`src/rtl/midi_event_framer_if.sv`:
```
// Byte-in / event-out bundle for the MIDI framer: raw UART bytes in, framed
// channel-voice events out under valid/ack, plus FIFO status.
interface midi_event_framer_if #(
  parameter int FIFO_DEPTH = 4
);
  logic [7:0]                  rx_data;
  logic                        rx_valid;
  logic                        midi_event_valid;
  logic [7:0]                  midi_command;
  logic [6:0]                  midi_parameter_1;
  logic [6:0]                  midi_parameter_2;
  logic                        midi_event_ack;
  logic                        overflow;
  logic [$clog2(FIFO_DEPTH):0] fifo_level;

  modport master (
    input  rx_data, rx_valid, midi_event_ack,
    output midi_event_valid, midi_command, midi_parameter_1, midi_parameter_2,
           overflow, fifo_level
  );

  modport slave (
    output rx_data, rx_valid, midi_event_ack,
    input  midi_event_valid, midi_command, midi_parameter_1, midi_parameter_2,
           overflow, fifo_level
  );
endinterface

```
`src/rtl/midi_event_framer.sv`:
```
// Frames MIDI bytes into channel-voice events (running status, sysex/real-time filtering) into a FIFO.
// Latency: event visible the cycle after its completing byte; no rx back-pressure, full FIFO drops and sets sticky overflow.
module midi_event_framer #(
  parameter int FIFO_DEPTH       = 4,
  parameter bit VEL0_IS_NOTE_OFF = 1'b1
) (
  input logic                 clk,
  input logic                 rst,
  midi_event_framer_if.master bus
);
  localparam int             AW       = $clog2(FIFO_DEPTH);
  localparam logic [AW:0]    FULL_LVL = (AW+1)'(FIFO_DEPTH);

  typedef struct packed {
    logic [7:0] cmd;
    logic [6:0] p1;
    logic [6:0] p2;
  } midi_evt_t;

  logic [7:0]    run_status;
  logic          run_vld;
  logic          need2;
  logic          got;
  logic          sysex;
  logic [6:0]    p1_q;

  logic          push;
  midi_evt_t     push_evt;
  midi_evt_t     mem [FIFO_DEPTH];
  midi_evt_t     head;
  logic [AW-1:0] rd_ptr;
  logic [AW-1:0] wr_ptr;
  logic [AW:0]   level;
  logic          ovf;
  logic          pop;
  logic          full;
  logic          do_push;

  // A data byte completes a message unless it is the first of a two-byte pair.
  always_comb begin
    push     = 1'b0;
    push_evt = '0;
    if (bus.rx_valid && !bus.rx_data[7] && !sysex && run_vld && (got || !need2)) begin
      push         = 1'b1;
      push_evt.cmd = run_status;
      push_evt.p1  = need2 ? p1_q : bus.rx_data[6:0];
      push_evt.p2  = need2 ? bus.rx_data[6:0] : 7'd0;
      if (VEL0_IS_NOTE_OFF && (run_status[7:4] == 4'h9) && (push_evt.p2 == 7'd0))
        push_evt.cmd = {4'h8, run_status[3:0]};
    end
  end

  always_ff @(posedge clk) begin
    if (rst) begin
      run_status <= '0;
      run_vld    <= 1'b0;
      need2      <= 1'b0;
      got        <= 1'b0;
      sysex      <= 1'b0;
      p1_q       <= '0;
    end else if (bus.rx_valid) begin
      if (!bus.rx_data[7]) begin
        if (!sysex && run_vld) begin
          if (!got && need2) begin
            p1_q <= bus.rx_data[6:0];
            got  <= 1'b1;
          end else begin
            got  <= 1'b0;
          end
        end
      end else if (bus.rx_data[7:4] != 4'hF) begin
        sysex      <= 1'b0;
        run_status <= bus.rx_data;
        run_vld    <= 1'b1;
        need2      <= (bus.rx_data[7:5] != 3'b110);
        got        <= 1'b0;
      end else if (!bus.rx_data[3]) begin
        // F0 opens sysex; F1-F7 (including the F7 terminator) close it.
        sysex   <= (bus.rx_data[2:0] == 3'd0);
        run_vld <= 1'b0;
        got     <= 1'b0;
      end
    end
  end

  assign pop     = bus.midi_event_ack && (level != '0);
  assign full    = (level == FULL_LVL);
  assign do_push = push && (!full || pop);

  always_ff @(posedge clk) begin
    if (rst) begin
      rd_ptr <= '0;
      wr_ptr <= '0;
      level  <= '0;
      ovf    <= 1'b0;
    end else begin
      if (do_push) wr_ptr <= wr_ptr + 1'b1;
      if (pop)     rd_ptr <= rd_ptr + 1'b1;
      if (push && full && !pop) ovf <= 1'b1;
      case ({do_push, pop})
        2'b10:   level <= level + 1'b1;
        2'b01:   level <= level - 1'b1;
        default: level <= level;
      endcase
    end
  end

  always_ff @(posedge clk) begin
    if (do_push) mem[wr_ptr] <= push_evt;
  end

  // Fields are forced to zero while empty so reset presents clean outputs.
  assign head                 = mem[rd_ptr];
  assign bus.midi_event_valid = (level != '0);
  assign bus.midi_command     = bus.midi_event_valid ? head.cmd : 8'd0;
  assign bus.midi_parameter_1 = bus.midi_event_valid ? head.p1 : 7'd0;
  assign bus.midi_parameter_2 = bus.midi_event_valid ? head.p2 : 7'd0;
  assign bus.overflow         = ovf;
  assign bus.fifo_level       = level;
endmodule

```
`src/flat_wrapper.sv`:
```
// flat-port wrapper written by rule: the top's interface ports become plain ports
module midi_event_framer_flat 
#(
  parameter int FIFO_DEPTH       = 4,
  parameter bit VEL0_IS_NOTE_OFF = 1'b1
)
  (clk, rst, bus_rx_data, bus_rx_valid, bus_midi_event_ack, bus_midi_event_valid, bus_midi_command, bus_midi_parameter_1, bus_midi_parameter_2, bus_overflow, bus_fifo_level);
  midi_event_framer_if #(.FIFO_DEPTH(FIFO_DEPTH)) bus_i ();
  input logic clk;
  input logic rst;
  input wire logic [$bits(bus_i.rx_data)-1:0] bus_rx_data;
  input wire logic [$bits(bus_i.rx_valid)-1:0] bus_rx_valid;
  input wire logic [$bits(bus_i.midi_event_ack)-1:0] bus_midi_event_ack;
  output wire logic [$bits(bus_i.midi_event_valid)-1:0] bus_midi_event_valid;
  output wire logic [$bits(bus_i.midi_command)-1:0] bus_midi_command;
  output wire logic [$bits(bus_i.midi_parameter_1)-1:0] bus_midi_parameter_1;
  output wire logic [$bits(bus_i.midi_parameter_2)-1:0] bus_midi_parameter_2;
  output wire logic [$bits(bus_i.overflow)-1:0] bus_overflow;
  output wire logic [$bits(bus_i.fifo_level)-1:0] bus_fifo_level;
  assign bus_i.rx_data = bus_rx_data;
  assign bus_i.rx_valid = bus_rx_valid;
  assign bus_i.midi_event_ack = bus_midi_event_ack;
  assign bus_midi_event_valid = bus_i.midi_event_valid;
  assign bus_midi_command = bus_i.midi_command;
  assign bus_midi_parameter_1 = bus_i.midi_parameter_1;
  assign bus_midi_parameter_2 = bus_i.midi_parameter_2;
  assign bus_overflow = bus_i.overflow;
  assign bus_fifo_level = bus_i.fifo_level;
  midi_event_framer #(.FIFO_DEPTH(FIFO_DEPTH), .VEL0_IS_NOTE_OFF(VEL0_IS_NOTE_OFF)) u_core (.clk(clk), .rst(rst), .bus(bus_i));
endmodule
```
`config.mk`:
```
export PLATFORM = sky130hd
export DESIGN_NAME = midi_event_framer_flat
export DESIGN_NICKNAME = d
export VERILOG_FILES = /design/src/rtl/midi_event_framer_if.sv /design/src/rtl/midi_event_framer.sv /design/src/flat_wrapper.sv
export SDC_FILE = /design/constraint.sdc
export NUM_CORES = 1
export LEC_CHECK = 0
export BUFFER_PORTS_ARGS = -buffer_cell sky130_fd_sc_hd__buf_2
export CORE_MARGIN = 3
export CORE_UTILIZATION = 45
export CTS_BUF_LIST = sky130_fd_sc_hd__clkbuf_8
export CTS_CLUSTER_DIAMETER = 80
export DETAILED_ROUTE_END_ITERATION = 8
export MAX_ROUTING_LAYER = met4
export SLEW_MARGIN = 40
export SYNTH_ARGS = -nofsm -noshare
export SYNTH_HDL_FRONTEND = slang
export SYNTH_SLANG_ARGS = --single-unit
```
`constraint.sdc`:
```
create_clock -name clk -period 5.3 [get_ports clk]
set_clock_uncertainty 0.1 [all_clocks]
set_input_delay 0.53 -clock clk [delete_from_list [all_inputs] [get_ports clk]]
set_output_delay 0.53 -clock clk [all_outputs]
set_load 0.05 [all_outputs]
```
==> run_results.csv, run 1 <==
group,metric,value,unit
place,port_buffers,38,
clocking,clockBufferDepth,2,
yosys,syn_inst,329,
critical_path,rr_endpoint,"u_core.bus.fifo_level[2]",
place,gp_congestion,0.788,
floorplan,dieArea,12200,sq um
critical_path,critPathLaunchType,"flip-flop",
global_routing,first_global_vias,2790,
status,status,"finished, final reports clean",
global_routing,grt_pass1_wl,15600,microns
critical_path,critPathCaptureType,"flip-flop",
timing,fmax,344,MHz
global_routing,antenna_found_initial,0,
floorplan,die_height,110,microns
power_and_ir_drop,finalPower,1.96,mW
yosys,avgSynthCellArea,14.9,sq um
final_layout,design_area,5620,sq um
final_layout,areaGrowthSynthToFinish,14.4,%
routing,drtIter0Drc,135,
global_routing,grt_use_total,0.172,
hold_path,hold_path_class,"primary input to flip-flop",
global_routing,grt_max_degree,30,
critical_path,r2r-start,"u_core.need2",
yosys,synth_fp_nets,347,
timing,finalSetupTns,0,ps
place,placed_area,5220,sq um
routing,num_vias,2827,
timing,slew_headroom,0.548,
routing,vias_per_cell,5.41,
routing,drt_wl_total,9460,microns
clocking,tritoncts,"yes",
yosys,syn_area,4910,sq um
place,placed_cells,491,
clocking,cts_setup_buffers,0,
hold_path,hold_path_end,"u_core.p1_q[1]",
power_and_ir_drop,p_per_area,349,nW/um^2
final_layout,design.final.nets,392,
floorplan,rows,37,
timing,setup_violations,0,
clocking,cts.sinks,117,
clocking,worstSkewPairLatency,420,ps
clocking,cts_made_buffers,17,
clocking,cts_resized,0,
critical_path,cp_data_required_time,5550,ps
timing,slew_viol_final,0,
routing,ant_nets,0,
clocking,path_clk_slew,70,ps
power_and_ir_drop,leakage,1.92,nW
critical_path,critPathKind,"flip-flop to flip-flop",
timing,hold_viol,0,
clocking,h-tree-depth,4,
clocking,cts-root-buf,"clkbuf_8",
routing,drtPass1Iterations,4,
floorplan,die_x,110,microns
final_layout,fin_cells,523,
critical_path,worstPathArrival,3160,ps
yosys,synth_seq_cells,117,
timing,tightest_slew,676,ps
yosys,ys.flop_type,"edfxtp_1",
clocking,postCtsHoldBufs,0,
floorplan,design.core.area,10500,sq um
yosys,synth-async-reset-ratio,0,
yosys,synth_cell_type_count,40,
flow_run,drv_cap,0,
hold_path,whs_path_depth,3,
timing,rsz0062_at_grt,"false",
timing,finalHoldWorstSlack,328,ps
hold_path,hold_start,"bus_rx_data[1]",
timing,period_needed,2910,ps
yosys,synth_edf_count,88,
routing,drt_drc_violations_left,0,
global_routing,grt-ovfl-total,0,
floorplan,start_util,0.470,
final_layout,diodes,0,
final_layout,drive_gt1_frac,0.271,
routing,wl_per_cell,18.1,microns
critical_path,rrSetupSlack,2390,ps
yosys,synth_seq_area_share,0.656,
critical_path,crit_fanout,13,
yosys,ys_warn_count,0,
critical_path,worstRegToRegCells,9,
timing,fin_crit_sh,0.549,
place,hpwlAfterDp,6030,microns
floorplan,boundaryPins,39,
power_and_ir_drop,ir_drop,0.124,mV
## kinds of logic (layout without fill, tap and decap cells)
| family | after synthesis | in the layout | synth area share |
|---|---|---|---|
| AOI/OAI and AO/OA | 43 | 43 | 0.0517 |
| xor gates and xnor gates | 4 | 4 | 0.00713 |
| adders and majority gates | 6 | 6 | 0.0168 |
| buffers and inverters | 29 | 87 | 0.0290 |
| DFF | 117 | 117 | 0.656 |
| muxes | 31 | 31 | 0.119 |
| and+or+nand+nor | 99 | 99 | 0.120 |
## placed cells by master, fill, tap and decap left out, types with 2 or more instances in the layout
cell type,count
bufinv_16,3
buf_4,6
o21ai_0,15
mux2i_1,8
a211oi_1,2
nand2_1,6
inv_1,12
clkinv_4,2
clkinvlp_4,4
and3_1,9
mux4_2,22
clkbuf_8,17
dfxtp_1,28
nand3_1,13
clkinv_2,4
buf_2,38
nor3_1,3
a21oi_1,19
and2_1,12
xor2_1,4
nor2b_1,24
ha_1,5
nor2_1,22
edfxtp_1,88
## where the power goes
part	total (mW)	internal [mW]	leakage (nW)	switching (mW)
Clock	0.802	0.458	0.196	0.344
Sequential	0.993	0.984	1.02	0.00902
Combinational	0.166	0.0498	0.708	0.116
Total	1.96	1.49	1.92	0.469
## Yosys cell counts (5+ instances only)
master,number,area (sq um)
a21oi_1,19,95.1
and2_1,12,75.1
and3_1,9,56.3
buf_2,8,40.0
clkbuf_1,5,18.8
dfxtp_1,29,581
edfxtp_1,88,2640
ha_1,5,62.6
inv_1,11,41.3
mux2i_1,8,80.1
mux4_2,22,495
nand2_1,6,22.5
nand3_1,13,65.1
nor2_1,22,82.6
nor2b_1,24,150
o21ai_0,15,75.1
## how the worst max path moves through the flow
| stage | end | depth (start not counted) | slack (ps) | from |
|---|---|---|---|---|
| global placement | u_core.bus.fifo_level[2] | 9 | 2500 | u_core.need2 |
| finish | u_core.bus.fifo_level[2] | 9 | 2390 | u_core.need2 |
| global route | u_core.bus.fifo_level[2] | 9 | 2160 | u_core.need2 |
| CTS | u_core.bus.fifo_level[2] | 9 | 2390 | u_core.need2 |
| floorplan | bus_midi_parameter_1[0] | 3 | 2780 | u_core.bus.fifo_level[0] |
| detailed placement | u_core.bus.fifo_level[2] | 9 | 2400 | u_core.need2 |
## critical path: stages, from the launching register on
cell and delay [ps]:
dfxtp_1 680, nor2b_1 630, nor3_4 150, inv_1 90, ha_1 180, inv_1 60, fa_1 370, xor2_1 150
or3_1 300, a21oi_1 140
## routing by layer
layer  global-route usage  vias to the layer above  wire (microns)
li1                     -                     1332               -
met1                0.228                     1419            4360
met2                0.257                       68            4600
met3               0.0521                        8             412
met4               0.0517                        0              85
met5                    -                        -               0
## through the flow
stage / utilization / setup WS (ps)
after CTS: 0.537 / 2390
final: 0.537 / 2390
after global routing: 0.537 / 2160
after detailed placement: 0.499 / 2400
after global placement: 0.499 / 2500
after floorplan: - / 2780
## sequential cells by signal, indices dropped and copies added, names as in the netlist, named ones only
signal / count
u_core.run_vld: 1
u_core.rd_ptr: 2
u_core.bus.overflow: 1
u_core.wr_ptr: 2
u_core.p1_q: 7
u_core.mem: 88
u_core.got: 1
u_core.bus.fifo_level: 3
u_core.sysex: 1
u_core.run_status: 8
u_core.need2: 1
## final cells by class
cell class / instances / area, sq um
Clock buffer: 17 / 234
Clock inverter: 15 / 165
Fill cell: 888 / 4840
Inverter: 11 / 41.3
Multi-Input combinational cell: 183 / 1550
Sequential cell: 117 / 3220
Tap cell: 136 / 170
Timing Repair Buffer: 44 / 235
Note: power is estimated with default switching activity, not from simulation.
==> run 2, diff against run 1 <==
- clock period: 5.3 -> 2.9 ns (I/O delays scaled with it)
==> run 2 against run 1 <==
Against the previous run: non-clock buffer count rose by 9; highest routed layer unchanged; worst setup slack got worse by 2000 ps; clock power rose by 66%; combinational power rose by 87%; die area did not move; core utilization rose by 0.23 points.
==> run_results.csv, run 2 (synthesized netlist as in run 1, its figures left out) <==
group,metric,value,unit
routing,num_vias,2845,
final_layout,top_regs,"u_core.mem x88, u_core.run_status x8, u_core.p1_q x7",
clocking,cts_setup_buffers,0,
critical_path,critPathLaunchType,"flip-flop",
critical_path,worstPathArrival,2080,ps
power_and_ir_drop,swShare,0.239,
flow_run,drv_cap,0,
timing,tightest_slew,530,ps
global_routing,grt-ovfl-total,0,
final_layout,diodes,0,
routing,drt_wl_total,9470,microns
critical_path,critPathKind,"flip-flop to output port",
floorplan,start_util,0.470,
global_routing,grt_max_degree,30,
global_routing,first_global_vias,2910,
timing,finalSetupTns,0,ps
floorplan,die_x,110,microns
routing,vias_per_cell,5.35,
critical_path,crit_fanout,22,
power_and_ir_drop,p_int,2.63,mW
clocking,tritoncts,"yes",
place,pre_cts_ws,602,ps
critical_path,cp_data_required_time,2510,ps
power_and_ir_drop,seqPwrFrac,0.524,
floorplan,dieArea,12200,sq um
timing,setup_violations,0,
final_layout,areaGrowthSynthToFinish,14.9,%
final_layout,layout_commonest_cell,"edfxtp_1",
timing,fmax,405,MHz
floorplan,design.core.area,10500,sq um
timing,slew_viol_final,0,
power_and_ir_drop,ir_drop,0.235,mV
clocking,path_clk_slew,60,ps
routing,drtPass1Iterations,4,
critical_path,critPathCaptureType,"output port",
routing,wl_per_cell,17.8,microns
power_and_ir_drop,p_switching,0.827,mW
clocking,worstSkewPairLatency,430,ps
clocking,postCtsHoldBufs,0,
power_and_ir_drop,leakage,1.96,nW
clocking,cts_resized,0,
final_layout,fin_cells,532,
place,port_buffers,38,
final_layout,largest_reg_flops,88,
place,placed_cells,500,
power_and_ir_drop,clkPwrFrac,0.386,
timing,period_needed,2470,ps
final_layout,design.final.nets,401,
timing,hold_viol,0,
clocking,h-tree-depth,4,
floorplan,die_height,110,microns
place,placed_area,5290,sq um
routing,drtIter0Drc,246,
timing,rsz0062_at_grt,"false",
final_layout,drive_gt1_frac,0.273,
hold_path,hold_path_class,"primary input to flip-flop",
power_and_ir_drop,combPwrFrac,0.090,
place,hpwlAfterDp,6290,microns
final_layout,final_cell_mix,"edfxtp_1, buf_2, dfxtp_1, nor2b_1",
clocking,clockBufferDepth,2,
routing,ant_nets,0,
global_routing,grt_pass1_wl,15800,microns
floorplan,rows,37,
timing,fin_crit_sh,0.851,
routing,drt_drc_violations_left,0,
place,gp_congestion,0.790,
timing,worst_slack,431,ps
floorplan,boundaryPins,39,
power_and_ir_drop,p_per_area,612,nW/um^2
timing,slew_headroom,0.647,
clocking,cts-root-buf,"clkbuf_8",
clocking,cts.sinks,117,
status,status,"finished, final reports clean",
final_layout,largest_register,"u_core.mem",
global_routing,grt_use_total,0.173,
clocking,cts_made_buffers,17,
global_routing,antenna_found_initial,0,
final_layout,design_area,5650,sq um
## run 2: path summary, 6_finish.rpt
check | start | endpoint | slack, ps | cells past startpoint
max | flip-flop | bus_midi_parameter_1[3] | 430 | 4
min | bus_rx_data[1] | u_core.p1_q[1] | 100 | 3
max reg2reg | u_core.bus.fifo_level[0] | u_core.bus.fifo_level[2] | 600 | 9
min reg2reg | u_core.run_status[4] | u_core.run_status[4] | 370 | 2
## run 2: worst max-delay path, cell delays in order (launching register included)
cell and delay [ps]:
dfxtp_1 310, buf_4 380, mux4_2 590, nor2b_1 150, buf_2 220
## run 2: through the flow
stage,hold slack [ps],utilization,power (mW)
2_1_floorplan,337,-,2.08
3_3_place_gp,353,0.506,2.16
3_5_place_dp,363,0.506,2.16
4_1_cts,69.7,0.540,3.50
5_1_grt,73.9,0.540,3.61
6_report,97.6,0.540,3.45
## run 2: area by class of cell
| cell class | count | area (sq um) |
|---|---|---|
| Multi-Input combinational cell | 183 | 1550 |
| Clock buffer | 17 | 234 |
| Clock inverter | 15 | 123 |
| Tap cell | 136 | 170 |
| Inverter | 11 | 41.3 |
| Fill cell | 884 | 4820 |
| Sequential cell | 117 | 3220 |
| Timing Repair Buffer | 53 | 303 |
## run 2: power by group through the flow
stage          clock (mW)  combinational (mW)  sequential [mW]
4_1_cts              1.37               0.316             1.81
6_report             1.33               0.311             1.81
2_1_floorplan           0               0.234             1.85
3_5_place_dp            0               0.315             1.85
3_3_place_gp            0               0.315             1.84
5_1_grt              1.46               0.338             1.81
## run 2: metal layers
layer	global-route usage	wire (microns)	part of all wire
met5	-	0	0
met3	0.0603	477	0.050
met1	0.222	4230	0.45
met4	0.0542	140	0.015
met2	0.263	4630	0.49
==> run 3, diff against run 2 <==
- CELL_PAD_IN_SITES_DETAIL_PLACEMENT: unset -> 2
- CELL_PAD_IN_SITES_GLOBAL_PLACEMENT: unset -> 2
- PLACE_DENSITY_LB_ADDON: unset -> 0.1
==> run 3 against run 2 <==
Against the previous run: sequential cell count stayed put; register-to-register slack worse by 30 ps; first-iteration DRC count is 7.3% lower; critical path type unchanged; die area stayed put; clock-buffer cell count stayed put; power is 4.9% higher; clock power is 11% higher; non-clock buffer count is 1 lower; worst hold slack worse by 15 ps; routed wire length is 40% higher; core utilization is 0.31 points higher; critical endpoint is now bus_midi_parameter_1[4]; largest cell class unchanged; sequential power hardly changed.
==> run_results.csv, run 3 (synthesized netlist as in run 1, its figures left out) <==
group,metric,value,unit
clocking,cts-root-buf,"clkbuf_8",
final_layout,seq_area,3220,sq um
final_layout,top_regs,"u_core.mem x88, u_core.run_status x8, u_core.p1_q x7",
timing,slew_headroom,0.585,
place,gp_congestion,0.791,
status,status,"finished, final reports clean",
final_layout,drive_gt1_frac,0.276,
global_routing,grt_pass1_wl,20800,microns
clocking,tritoncts,"yes",
final_layout,design.final.nets,400,
power_and_ir_drop,ir_drop,0.335,mV
final_layout,largest_register,"u_core.mem",
critical_path,crit_fanout,19,
clocking,path_clk_slew,70,ps
timing,fmax,390,MHz
critical_path,critPathLaunchType,"flip-flop",
power_and_ir_drop,combPwrFrac,0.092,
power_and_ir_drop,clkPwrFrac,0.407,
clocking,cts_setup_buffers,0,
timing,setup_violations,0,
final_layout,multi_input_area,1550,sq um
final_layout,final_cell_mix,"edfxtp_1, buf_2, dfxtp_1, nor2b_1",
clocking,postCtsHoldBufs,0,
clocking,cts_resized,0,
critical_path,worstRegToRegCells,9,
routing,vias_per_cell,5.69,
place,port_buffers,38,
final_layout,diodes,0,
final_layout,layout_commonest_cell,"edfxtp_1",
power_and_ir_drop,seqPwrFrac,0.501,
timing,slew_viol_final,0,
routing,wl_per_cell,25.0,microns
timing,rsz0062_at_grt,"false",
critical_path,critPathKind,"flip-flop to output port",
timing,tightest_slew,618,ps
floorplan,boundaryPins,39,
clocking,cts.sinks,117,
critical_path,cp_data_required_time,2510,ps
floorplan,die_height,110,microns
place,hpwlAfterDp,8780,microns
power_and_ir_drop,leakage,1.98,nW
hold_path,hold_path_class,"primary input to flip-flop",
power_and_ir_drop,p_per_area,638,nW/um^2
final_layout,areaGrowthSynthToFinish,15.6,%
routing,num_vias,3022,
routing,drt_drc_violations_left,0,
floorplan,dieArea,12200,sq um
global_routing,antenna_found_initial,0,
final_layout,largest_reg_flops,88,
routing,drtPass1Iterations,4,
global_routing,grt_use_total,0.237,
global_routing,grt-ovfl-total,0,
clocking,worstSkewPairLatency,440,ps
routing,ant_nets,0,
clocking,clockBufferDepth,2,
critical_path,worstPathArrival,2180,ps
timing,fin_crit_sh,0.885,
timing,finalSetupTns,0,ps
critical_path,critPathCaptureType,"output port",
routing,drtIter0Drc,228,
power_and_ir_drop,swShare,0.249,
floorplan,start_util,0.470,
global_routing,grt_max_degree,30,
final_layout,n_fill_cell,1005,
flow_run,drv_cap,0,
timing,hold_viol,0,
hold_path,whs_path_depth,3,
global_routing,first_global_vias,3354,
floorplan,design.core.area,10500,sq um
floorplan,rows,37,
power_and_ir_drop,p_int,2.72,mW
floorplan,die_x,110,microns
power_and_ir_drop,p_switching,0.900,mW
routing,drt_wl_total,13300,microns
power_and_ir_drop,finalPower,3.62,mW
clocking,h-tree-depth,4,
clocking,cts_made_buffers,17,
timing,period_needed,2570,ps
run 3: power groups by stage:
stage	combinational, mW	clock, mW	sequential, mW
global route	0.356	1.58	1.82
CTS	0.337	1.51	1.82
detailed placement	0.333	0	1.85
floorplan	0.234	0	1.85
global placement	0.322	0	1.85
finish	0.333	1.47	1.82
run 3: final cells by class:
cell class | instances | share of cell area
sequential | 117 | 0.568
multi-input combinational | 183 | 0.273
timing repair buffer | 52 | 0.0542
clock buffer | 17 | 0.0412
tap | 136 | 0.0300
clock inverter | 15 | 0.0264
inverter | 11 | 0.00727
run 3: critical path, stage by stage, from the launching register on:
cell and delay, ps:
dfxtp_1 560, buf_12 260, mux4_2 550, nor2b_1 150, buf_2 210
run 3: final timing paths:
kind                            startpoint                  endpoint  slack (ps)
setup reg to reg  u_core.bus.fifo_level[0]  u_core.bus.fifo_level[2]         570
hold / removal              bus_rx_data[2]            u_core.p1_q[2]          80
setup / recovery                 flip-flop   bus_midi_parameter_1[4]         330
hold reg to reg       u_core.run_status[3]      u_core.run_status[3]         390
run 3: stage by stage:
| stage | cells | worst slack (ps) | instance area [sq um] | utilization | hold slack, ps |
|---|---|---|---|---|---|
| after global routing | 531 | 225 | 5680 | 0.543 | 78.6 |
| after detailed placement | 499 | 551 | 5290 | 0.506 | 376 |
| after global placement | 499 | 602 | 5290 | 0.506 | 363 |
| after CTS | 531 | 282 | 5680 | 0.543 | 55.4 |
| final | 531 | 333 | 5680 | 0.543 | 82.1 |
| after floorplan | 329 | 405 | 4910 | - | 337 |
run 3: layer usage:
metal / part of all wire / track usage / wire [microns]
met5: 0 / - / 0
met4: 0.012 / 0.0969 / 153
met3: 0.047 / 0.0570 / 627
met2: 0.53 / 0.388 / 7020
met1: 0.41 / 0.283 / 5470
